[src/rtl/tgate_ctrl_seq_if.sv]
`default_nettype none
// +--------------------------------------------------------------------+
// | tgate_ctrl_seq_if : channel-select request handshake               |
// | Rev 1.0                                                            |
// +--------------------------------------------------------------------+
interface tgate_ctrl_seq_if #(
  parameter int SELW = 2
);
  logic            req_valid;
  logic            req_ready;
  logic [SELW-1:0] req_sel;
  logic            req_off;

  modport master (output req_valid, output req_sel, output req_off, input  req_ready);
  modport slave  (input  req_valid, input  req_sel, input  req_off, output req_ready);
endinterface
`default_nettype wire

[src/rtl/tgate_ctrl_seq.sv]
`default_nettype none
// +--------------------------------------------------------------------+
// | tgate_ctrl_seq : break-before-make sequencer for a t-gate bank     |
// | Rev 1.0                                                            |
// +--------------------------------------------------------------------+
module tgate_ctrl_seq #(
  parameter int NCH        = 4,
  parameter int SELW       = 2,
  parameter int DEAD_CYC   = 3,
  parameter int SETTLE_CYC = 2,
  parameter int CNTW       = 4
) (
  input  logic                clk,
  input  logic                rst_n,
  tgate_ctrl_seq_if.slave     req,
  output logic [NCH-1:0]      ncontrol,
  output logic [NCH-1:0]      pcontrol,
  output logic                busy,
  output logic                done,
  output logic                err,
  output logic [SELW-1:0]     cur_sel,
  output logic                cur_on
);

  localparam logic [2:0] c_st_idle   = 3'd0;
  localparam logic [2:0] c_st_break  = 3'd1;
  localparam logic [2:0] c_st_dead   = 3'd2;
  localparam logic [2:0] c_st_make   = 3'd3;
  localparam logic [2:0] c_st_settle = 3'd4;
  localparam logic [2:0] c_st_done   = 3'd5;

  // Reload values are only used when the matching cycle count is nonzero.
  localparam logic [CNTW-1:0] c_dead_ld   = CNTW'((DEAD_CYC   > 0) ? DEAD_CYC   - 1 : 0);
  localparam logic [CNTW-1:0] c_settle_ld = CNTW'((SETTLE_CYC > 0) ? SETTLE_CYC - 1 : 0);

  logic [2:0]      r_state;
  logic [CNTW-1:0] r_timer;
  logic [SELW-1:0] r_sel;
  logic            r_off;
  logic [SELW-1:0] r_cur_sel;
  logic            r_cur_on;
  logic            r_ready;
  logic            r_busy;
  logic            r_done;
  logic            r_err;
  logic [NCH-1:0]  r_ncontrol;
  logic [NCH-1:0]  r_pcontrol;

  logic            w_sel_bad;
  logic            w_match;
  logic            w_dead_exit;
  logic [NCH-1:0]  w_onehot;

  assign w_sel_bad   = (32'(req.req_sel) >= 32'(NCH));
  assign w_match     = (!req.req_off && r_cur_on && (req.req_sel == r_cur_sel)) ||
                       ( req.req_off && !r_cur_on);
  assign w_onehot    = NCH'(1) << r_sel;
  assign w_dead_exit = (r_state == c_st_dead) ? (r_timer == '0) : (DEAD_CYC == 0);

  always_ff @(posedge clk or negedge rst_n) begin
    if (!rst_n) begin
      r_state    <= c_st_idle;
      r_timer    <= '0;
      r_sel      <= '0;
      r_off      <= 1'b0;
      r_cur_sel  <= '0;
      r_cur_on   <= 1'b0;
      r_ready    <= 1'b1;
      r_busy     <= 1'b0;
      r_done     <= 1'b0;
      r_err      <= 1'b0;
      r_ncontrol <= '0;
      r_pcontrol <= '1;
    end else begin
      r_done <= 1'b0;
      r_err  <= 1'b0;
      case (r_state)
        c_st_idle: begin
          if (req.req_valid && r_ready) begin
            if (!req.req_off && w_sel_bad) begin
              r_err <= 1'b1;
            end else if (w_match) begin
              r_state <= c_st_done;
              r_done  <= 1'b1;
              r_ready <= 1'b0;
              r_busy  <= 1'b1;
            end else begin
              // Break happens on the accept edge itself.
              r_state    <= c_st_break;
              r_ncontrol <= '0;
              r_pcontrol <= '1;
              r_cur_on   <= 1'b0;
              r_sel      <= req.req_sel;
              r_off      <= req.req_off;
              r_ready    <= 1'b0;
              r_busy     <= 1'b1;
            end
          end
        end
        c_st_break, c_st_dead: begin
          if (w_dead_exit) begin
            if (r_off) begin
              r_state <= c_st_done;
              r_done  <= 1'b1;
            end else begin
              r_state    <= c_st_make;
              r_ncontrol <= w_onehot;
              r_pcontrol <= ~w_onehot;
              r_cur_sel  <= r_sel;
              r_cur_on   <= 1'b1;
            end
          end else if (r_state == c_st_break) begin
            r_state <= c_st_dead;
            r_timer <= c_dead_ld;
          end else begin
            r_timer <= r_timer - 1'b1;
          end
        end
        c_st_make: begin
          if (SETTLE_CYC == 0) begin
            r_state <= c_st_done;
            r_done  <= 1'b1;
          end else begin
            r_state <= c_st_settle;
            r_timer <= c_settle_ld;
          end
        end
        c_st_settle: begin
          if (r_timer == '0) begin
            r_state <= c_st_done;
            r_done  <= 1'b1;
          end else begin
            r_timer <= r_timer - 1'b1;
          end
        end
        c_st_done: begin
          r_state <= c_st_idle;
          r_ready <= 1'b1;
          r_busy  <= 1'b0;
        end
        default: begin
          r_state <= c_st_idle;
          r_ready <= 1'b1;
          r_busy  <= 1'b0;
        end
      endcase
    end
  end

  assign req.req_ready = r_ready;
  assign ncontrol      = r_ncontrol;
  assign pcontrol      = r_pcontrol;
  assign busy          = r_busy;
  assign done          = r_done;
  assign err           = r_err;
  assign cur_sel       = r_cur_sel;
  assign cur_on        = r_cur_on;

endmodule
`default_nettype wire

[src/flat_wrapper.sv]
// flat-port wrapper written by rule: the top's interface ports become plain ports
module tgate_ctrl_seq_flat 
#(
  parameter int NCH        = 4,
  parameter int SELW       = 2,
  parameter int DEAD_CYC   = 3,
  parameter int SETTLE_CYC = 2,
  parameter int CNTW       = 4
)
  (clk, rst_n, ncontrol, pcontrol, busy, done, err, cur_sel, cur_on, req_req_valid, req_req_sel, req_req_off, req_req_ready);
  tgate_ctrl_seq_if #(.SELW(SELW)) req_i ();
  input  logic clk;
  input  logic rst_n;
  output logic [NCH-1:0] ncontrol;
  output logic [NCH-1:0] pcontrol;
  output logic busy;
  output logic done;
  output logic err;
  output logic [SELW-1:0] cur_sel;
  output logic cur_on;
  input wire logic [$bits(req_i.req_valid)-1:0] req_req_valid;
  input wire logic [$bits(req_i.req_sel)-1:0] req_req_sel;
  input wire logic [$bits(req_i.req_off)-1:0] req_req_off;
  output wire logic [$bits(req_i.req_ready)-1:0] req_req_ready;
  assign req_i.req_valid = req_req_valid;
  assign req_i.req_sel = req_req_sel;
  assign req_i.req_off = req_req_off;
  assign req_req_ready = req_i.req_ready;
  tgate_ctrl_seq #(.NCH(NCH), .SELW(SELW), .DEAD_CYC(DEAD_CYC), .SETTLE_CYC(SETTLE_CYC), .CNTW(CNTW)) u_core (.clk(clk), .rst_n(rst_n), .req(req_i), .ncontrol(ncontrol), .pcontrol(pcontrol), .busy(busy), .done(done), .err(err), .cur_sel(cur_sel), .cur_on(cur_on));
endmodule
[config.mk]
export PLATFORM = sky130hd
export DESIGN_NAME = tgate_ctrl_seq_flat
export DESIGN_NICKNAME = d
export VERILOG_FILES = /design/src/rtl/tgate_ctrl_seq_if.sv /design/src/rtl/tgate_ctrl_seq.sv /design/src/flat_wrapper.sv
export SDC_FILE = /design/constraint.sdc
export NUM_CORES = 1
export LEC_CHECK = 0
export CORE_MARGIN = 2
export CORE_UTILIZATION = 56
export DETAILED_ROUTE_END_ITERATION = 16
export PLACE_DENSITY = 0.91
export SLEW_MARGIN = 10
export SYNTH_ARGS = -nofsm -noshare
export SYNTH_HDL_FRONTEND = slang
export SYNTH_SLANG_ARGS = --single-unit
[constraint.sdc]
create_clock -name clk -period 6.15 [get_ports clk]
set_input_delay 0.9225 -clock clk [delete_from_list [all_inputs] [get_ports clk]]
set_output_delay 0.9225 -clock clk [all_outputs]
set_load 0.02 [all_outputs]
* Word-level counts from Yosys, hierarchy flattened
Cells that the tools add are included.
** Word-level totals
- Flip-flop bits (word level) :: 24
- Bits of input ports :: 6
- Output and inout port bits :: 15
- Logic and storage cells :: 86
** Operators by class
- Add/sub/neg operators :: 1
- Equal/unequal tests :: 13
- Shifts and indexed selects :: 1
- Mux-type cells :: 37
- Bitwise operators :: 4
- Reductions and logical operators :: 19
** Operators by type and width (number)
- $mux 4 :: 11
- $mux 3 :: 6
- $pmux 4 s2 :: 2
- $mux 1 :: 12
- $pmux 3 s4 :: 1
- $pmux 4 s3 :: 1
- $reduce_and 3->1 :: 4
- $ne 2x2->1 const B :: 4
- $eq 3x2->1 const B :: 2
- $ne 2x1->1 const B :: 3
- $pmux 1 s2 :: 3
- $reduce_and 5->1 :: 1
- $logic_and 1x1->1 :: 4
- $logic_not 4->1 :: 1
- $not 4->4 :: 1
- $reduce_or 4->1 :: 1
- $shl 1x2->4 const A :: 1
- $sub 4x1->4 const B :: 1
- $eq 3x1->1 const B :: 1
- $eq 3x3->1 const B :: 1
- $logic_not 3->1 :: 1
- $ne 3x1->1 const B :: 1
- $not 1->1 :: 3
- $pmux 1 s3 :: 1
- 7 further kinds :: 8

* Logic depth before layout (Yosys ltp)
- Word-level depth :: 7
- Depth in mapped cells :: 7
- Mapped depth without buffers :: 6

* Worst setup path before layout
No wires, ideal clock.
- Path type :: register to register
- Start :: reg u_core.r_timer[0]
- End :: reg u_core.r_cur_sel[0], in the netlist u_core.cur_sel[0]
- Setup time :: 0.125 ns
- Arrival time :: 1.920 ns
- Required time :: 6.025 ns
- Path slack :: 4.106 ns
- Cell stages (with the launch flop) :: 7
- Path buffers :: 1
- Clock period less this slack :: 2.044 ns
- Path through :: dfrtp_1 inv_1 ha_1 or3b_1 buf_6 nor4_4 mux2_2
** On the way
- Word-level cells in the longest chain between the ends :: 3
** RTL lines
- start: declaration :: RTL line tgate_ctrl_seq.sv:37 : logic [CNTW-1:0] r_timer;
- start signal: assignment :: RTL line tgate_ctrl_seq.sv:114 : r_timer <= c_dead_ld;
- start signal: assignment :: RTL line tgate_ctrl_seq.sv:116 : r_timer <= r_timer - 1'b1;
- start signal: assignment :: RTL line tgate_ctrl_seq.sv:125 : r_timer <= c_settle_ld;
- $logic_not 4->1 :: RTL line tgate_ctrl_seq.sv:58 : assign w_dead_exit = (r_state == c_st_dead) ? (r_timer == '0) : (DEAD_CYC == 0);
- $mux 1 :: RTL line tgate_ctrl_seq.sv:58
- $reduce_and 3->1 (no source line)
- end signal: assignment :: RTL line tgate_ctrl_seq.sv:109 : r_cur_sel <= r_sel;
- end: declaration :: RTL line tgate_ctrl_seq.sv:40 : logic [SELW-1:0] r_cur_sel;
No other way between the ends.
A chain may end at the register's enable or synchronous reset.

* Final worst setup path
- Start :: reg u_core.r_ready, in the netlist u_core.req.req_ready
- End :: out req_req_ready
** RTL lines
- start: declaration :: RTL line tgate_ctrl_seq.sv:42 : logic r_ready;
- start signal: assignment :: RTL line tgate_ctrl_seq.sv:68 : r_ready <= 1'b1;
- start signal: assignment :: RTL line tgate_ctrl_seq.sv:85 : r_ready <= 1'b0;
- start signal: assignment :: RTL line tgate_ctrl_seq.sv:95 : r_ready <= 1'b0;
- end: declaration :: RTL line flat_wrapper.sv:24 : output wire logic [$bits(req_i.req_ready)-1:0] req_req_ready;
No word-level cell between the ends.

==> key figures <==
Status
  • Status: finished, final reports clean

Placed design
  • GP Congestion: 0.834
  • PortBufs: 19
  • Detailed Place HPWL: 1.86 mm
  • Placed Area: 1500 µm²

Pwr
  • Pwr dens: 360 nW/µm²
  • Psw: 0.204 mW
  • Sw Share: 37.0%
  • Int Pwr: 0.346 mW
  • VDD IR max: 0.296 mV
  • P_leak: 0.636 nW
  • Combinational share of power: 38.7%
  • Clk pwr share: 12.6%
  • Sequential power share: 48.7%

STA
  • Fin crit period: 2.42 ns
  • Final Cycle Share: 39.3%
  • Sum Neg Setup Slack: 0 ns
  • Final Skew: 0.0114 ns
  • Peak Freq: 413 MHz
  • Max Slew Vio Count: 0
  • Relative slew slack: 29.7%
  • Final setup violation count: 0
  • RSZ-0062 raised after global routing: no
  • Worst Tran Pin Value: 1.05 ns
  • Final Hold Viols: 0

Clock tree
  • CTS-repair resized insts: 0
  • CTS clk-pin slew, worst paths: 0.13 ns
  • Clock Latency Late Sink: 0.31 ns
  • CTS tree: yes
  • Total CTS buffers: 3
  • H-tree depth: 1
  • Clk buf depth: 2
  • CTS root buffer: clkbuf_4
  • Setup repair bufs after CTS: 0
  • CTS Hold Bufs: 0
  • Sink Count: 24

Logic synthesis
  • EDFF count, synth: 0
  • Net Count, Synth: 141
  • YS warnings: 0
  • Mux cell area share after synthesis: 4.21%
  • Synthesized flop and latch total: 24
  • Sequential area share after synthesis: 45.4%
  • Top_reg_cell synth: dfrtp_1
  • Post-synthesis cell count: 134
  • Largest family of logic cells by synthesized area: simple AND/OR/NAND/NOR gates
  • Cell variety after synth: 46
  • Asr flop ratio synth: 100%
  • Post-Syn Area: 1340 µm²
  • Syn Area/Cell: 9.98 µm²
  • Simple-gate share of the synthesized area: 20.9%
  • Synth Area in Compound Gates: 20.0%
  • XOR/XNOR share of the synthesized area: 1.31%
  • Post-synthesis adder-cell area fraction: 0.935%

Drt
  • Pre-antenna DRT Iters: 4
  • Antenna viol nets, final: 0
  • First DRT Iteration DRCs: 20
  • WL/cell: 15.0 µm
  • Wirelength, routed: 2.64 mm
  • Vias per cell: 5.97
  • Via count: 1051
  • Residual DRC: 0

Floorplanning
  • Die height: 52.9 µm
  • Die footprint: 2800 µm²
  • Die width: 52.9 µm
  • Core area: 2230 µm²
  • Starting density of the core: 59.9%
  • Site row count: 17
  • IO Count: 21

Layout
  • Design area: 1530 µm²
  • Nets: 156
  • ANT cells: 0
  • Layout cells sized above 1: 14.9%
  • Layout Area Growth over Synthesis: 14.3%
  • Util after Layout: 68.5%

Worst setup path
  • CP max FO: 5
  • Critical path arrival: 1.50 ns
  • Crit path capture type: output port
  • Worst Setup SP: u_core.req.req_ready$_DFFE_PN1P_
  • Crit-path cells: clkdlybuf4s50_1
  • Terminus of the critical flop-to-flop path: u_core.ncontrol[0]$_DFFE_PN0P_
  • CP max stage cell: clkdlybuf4s50_1
  • R2R cell count: 6
  • Crit-path leading delay family: buffers and inverters
  • Startpoint types: flip-flop
  • Worst setup path end: req_req_ready
  • Slowest Stage Delay on Critical Path: 0.61 ns
  • Crit Path Category: flip-flop to output port
  • Reg2reg setup slack: 3.83 ns
  • Worst flop-to-flop path startpoint: u_core.r_timer[0]$_DFFE_PN0P_
  • CP bufs+invs: 1
  • Crit. path cell count: 1
  • Worst EP required: 5.23 ns

Global routing
  • Initial antenna violation count: 0
  • GRT Residual Overflow: 0
  • Largest net degree at the start of global routing: 27
  • Number of global-route vias before repair: 1056
  • First-pass GRT wire length: 4.71 mm
  • Total global-route track usage: 23.2%

Min path
  • HP Class: flip-flop to flip-flop

Run
  • Max cap viols: 0
[per-layer routing]
metal  vias to the layer above  part of all wire, %  GRT usage (%)
met2                        24                   50           41.3
met1                       518                   44           27.0
met4                         0                  2.2           10.3
met3                         7                  3.4           4.24
li1                        502                    -              -
met5                         -                    0              0
[worst min path at each step]
| stage | startpoint | slack, ns | depth (start not counted) | to |
|---|---|---|---|---|
| 4_1_cts | u_core.pcontrol[1]$_DFFE_PN1P_ | 0.48 | 2 | u_core.pcontrol[1]$_DFFE_PN1P_ |
| 3_3_place_gp | u_core.pcontrol[1]$_DFFE_PN1P_ | 0.45 | 2 | u_core.pcontrol[1]$_DFFE_PN1P_ |
| 6_report | u_core.pcontrol[1]$_DFFE_PN1P_ | 0.48 | 2 | u_core.pcontrol[1]$_DFFE_PN1P_ |
| 5_1_grt | u_core.pcontrol[1]$_DFFE_PN1P_ | 0.49 | 2 | u_core.pcontrol[1]$_DFFE_PN1P_ |
| 2_1_floorplan | u_core.pcontrol[1]$_DFFE_PN1P_ | 0.49 | 2 | u_core.pcontrol[1]$_DFFE_PN1P_ |
| 3_5_place_dp | u_core.pcontrol[1]$_DFFE_PN1P_ | 0.46 | 2 | u_core.pcontrol[1]$_DFFE_PN1P_ |
[sequential cells by signal, indices dropped and copies added (netlist names)]
register,flops
u_core.r_sel,2
u_core.ncontrol,4
u_core.cur_sel,2
u_core.r_state,3
u_core.r_off,1
u_core.req.req_ready,1
u_core.done,1
u_core.cur_on,1
u_core.r_timer,4
u_core.busy,1
u_core.pcontrol,4
[cells in the mapped netlist, drive strengths merged (2+ instances only)]
library cell | n | share of area [%]
dfrtp | 19 | 36
nor3b | 2 | 1.5
dfstp | 5 | 9.8
a32o | 2 | 1.5
o21a | 2 | 1.1
nor2b | 4 | 1.9
o21ai | 5 | 1.9
nand3 | 3 | 1.1
buf | 5 | 3.4
mux2 | 5 | 4.2
a31oi | 4 | 1.9
nand2 | 9 | 2.5
o32ai | 2 | 1.9
nand2b | 5 | 2.3
and2b | 3 | 1.8
a32oi | 2 | 1.3
a21oi | 10 | 3.7
a21o | 3 | 1.8
clkbuf | 4 | 1.1
nor2 | 9 | 2.5
inv | 9 | 2.5
or3b | 2 | 1.3
xnor2 | 2 | 1.3
nand3b | 2 | 1.1
[through the flow]
stage               hold WS, ns  instances  worst slack [ns]  total power, mW
floorplan                 0.491        134              4.11            0.401
global placement          0.453        172              3.62            0.471
detailed placement        0.455        172              3.54            0.484
CTS                       0.477        176              3.73            0.555
global route              0.491        176              3.66            0.593
finish                    0.477        176              3.73            0.550
[power groups by stage]
stage	Clock [mW]	Combinational, mW	Sequential, mW
after CTS	0.0737	0.215	0.267
after global placement	0	0.205	0.266
after floorplan	0	0.123	0.278
after global routing	0.0812	0.236	0.277
final	0.0695	0.213	0.268
after detailed placement	0	0.213	0.270
[cells in the final DEF (no fill, tap or decap), drive strengths merged, types with 5 or more instances in the layout]
cell and n:
clkdlybuf4s50 19, dfrtp 19, a21oi 10, inv 9, nand2 9, nor2 9
nand2b 5, mux2 5, o21ai 5, dfstp 5
[logic make-up after synthesis]
kind of cell | Yosys count
flip-flops | 24
multiplexers | 5
AO/OA/AOI/OAI | 38
XOR/XNOR | 2
adder cells (fa/ha/maj) | 1
other | 1
AND/OR/NAND/NOR | 45
buffers and inverters | 18
[final cells by class]
class,instances,area [µm²]
repair buffers,19,190
multi-input cells,92,637
inverters,9,33.8
fillers,188,704
clock buffers,4,26.3
flip-flops and latches,24,607
well taps,28,35.0
No activity file was read; power rests on OpenSTA's default activity.
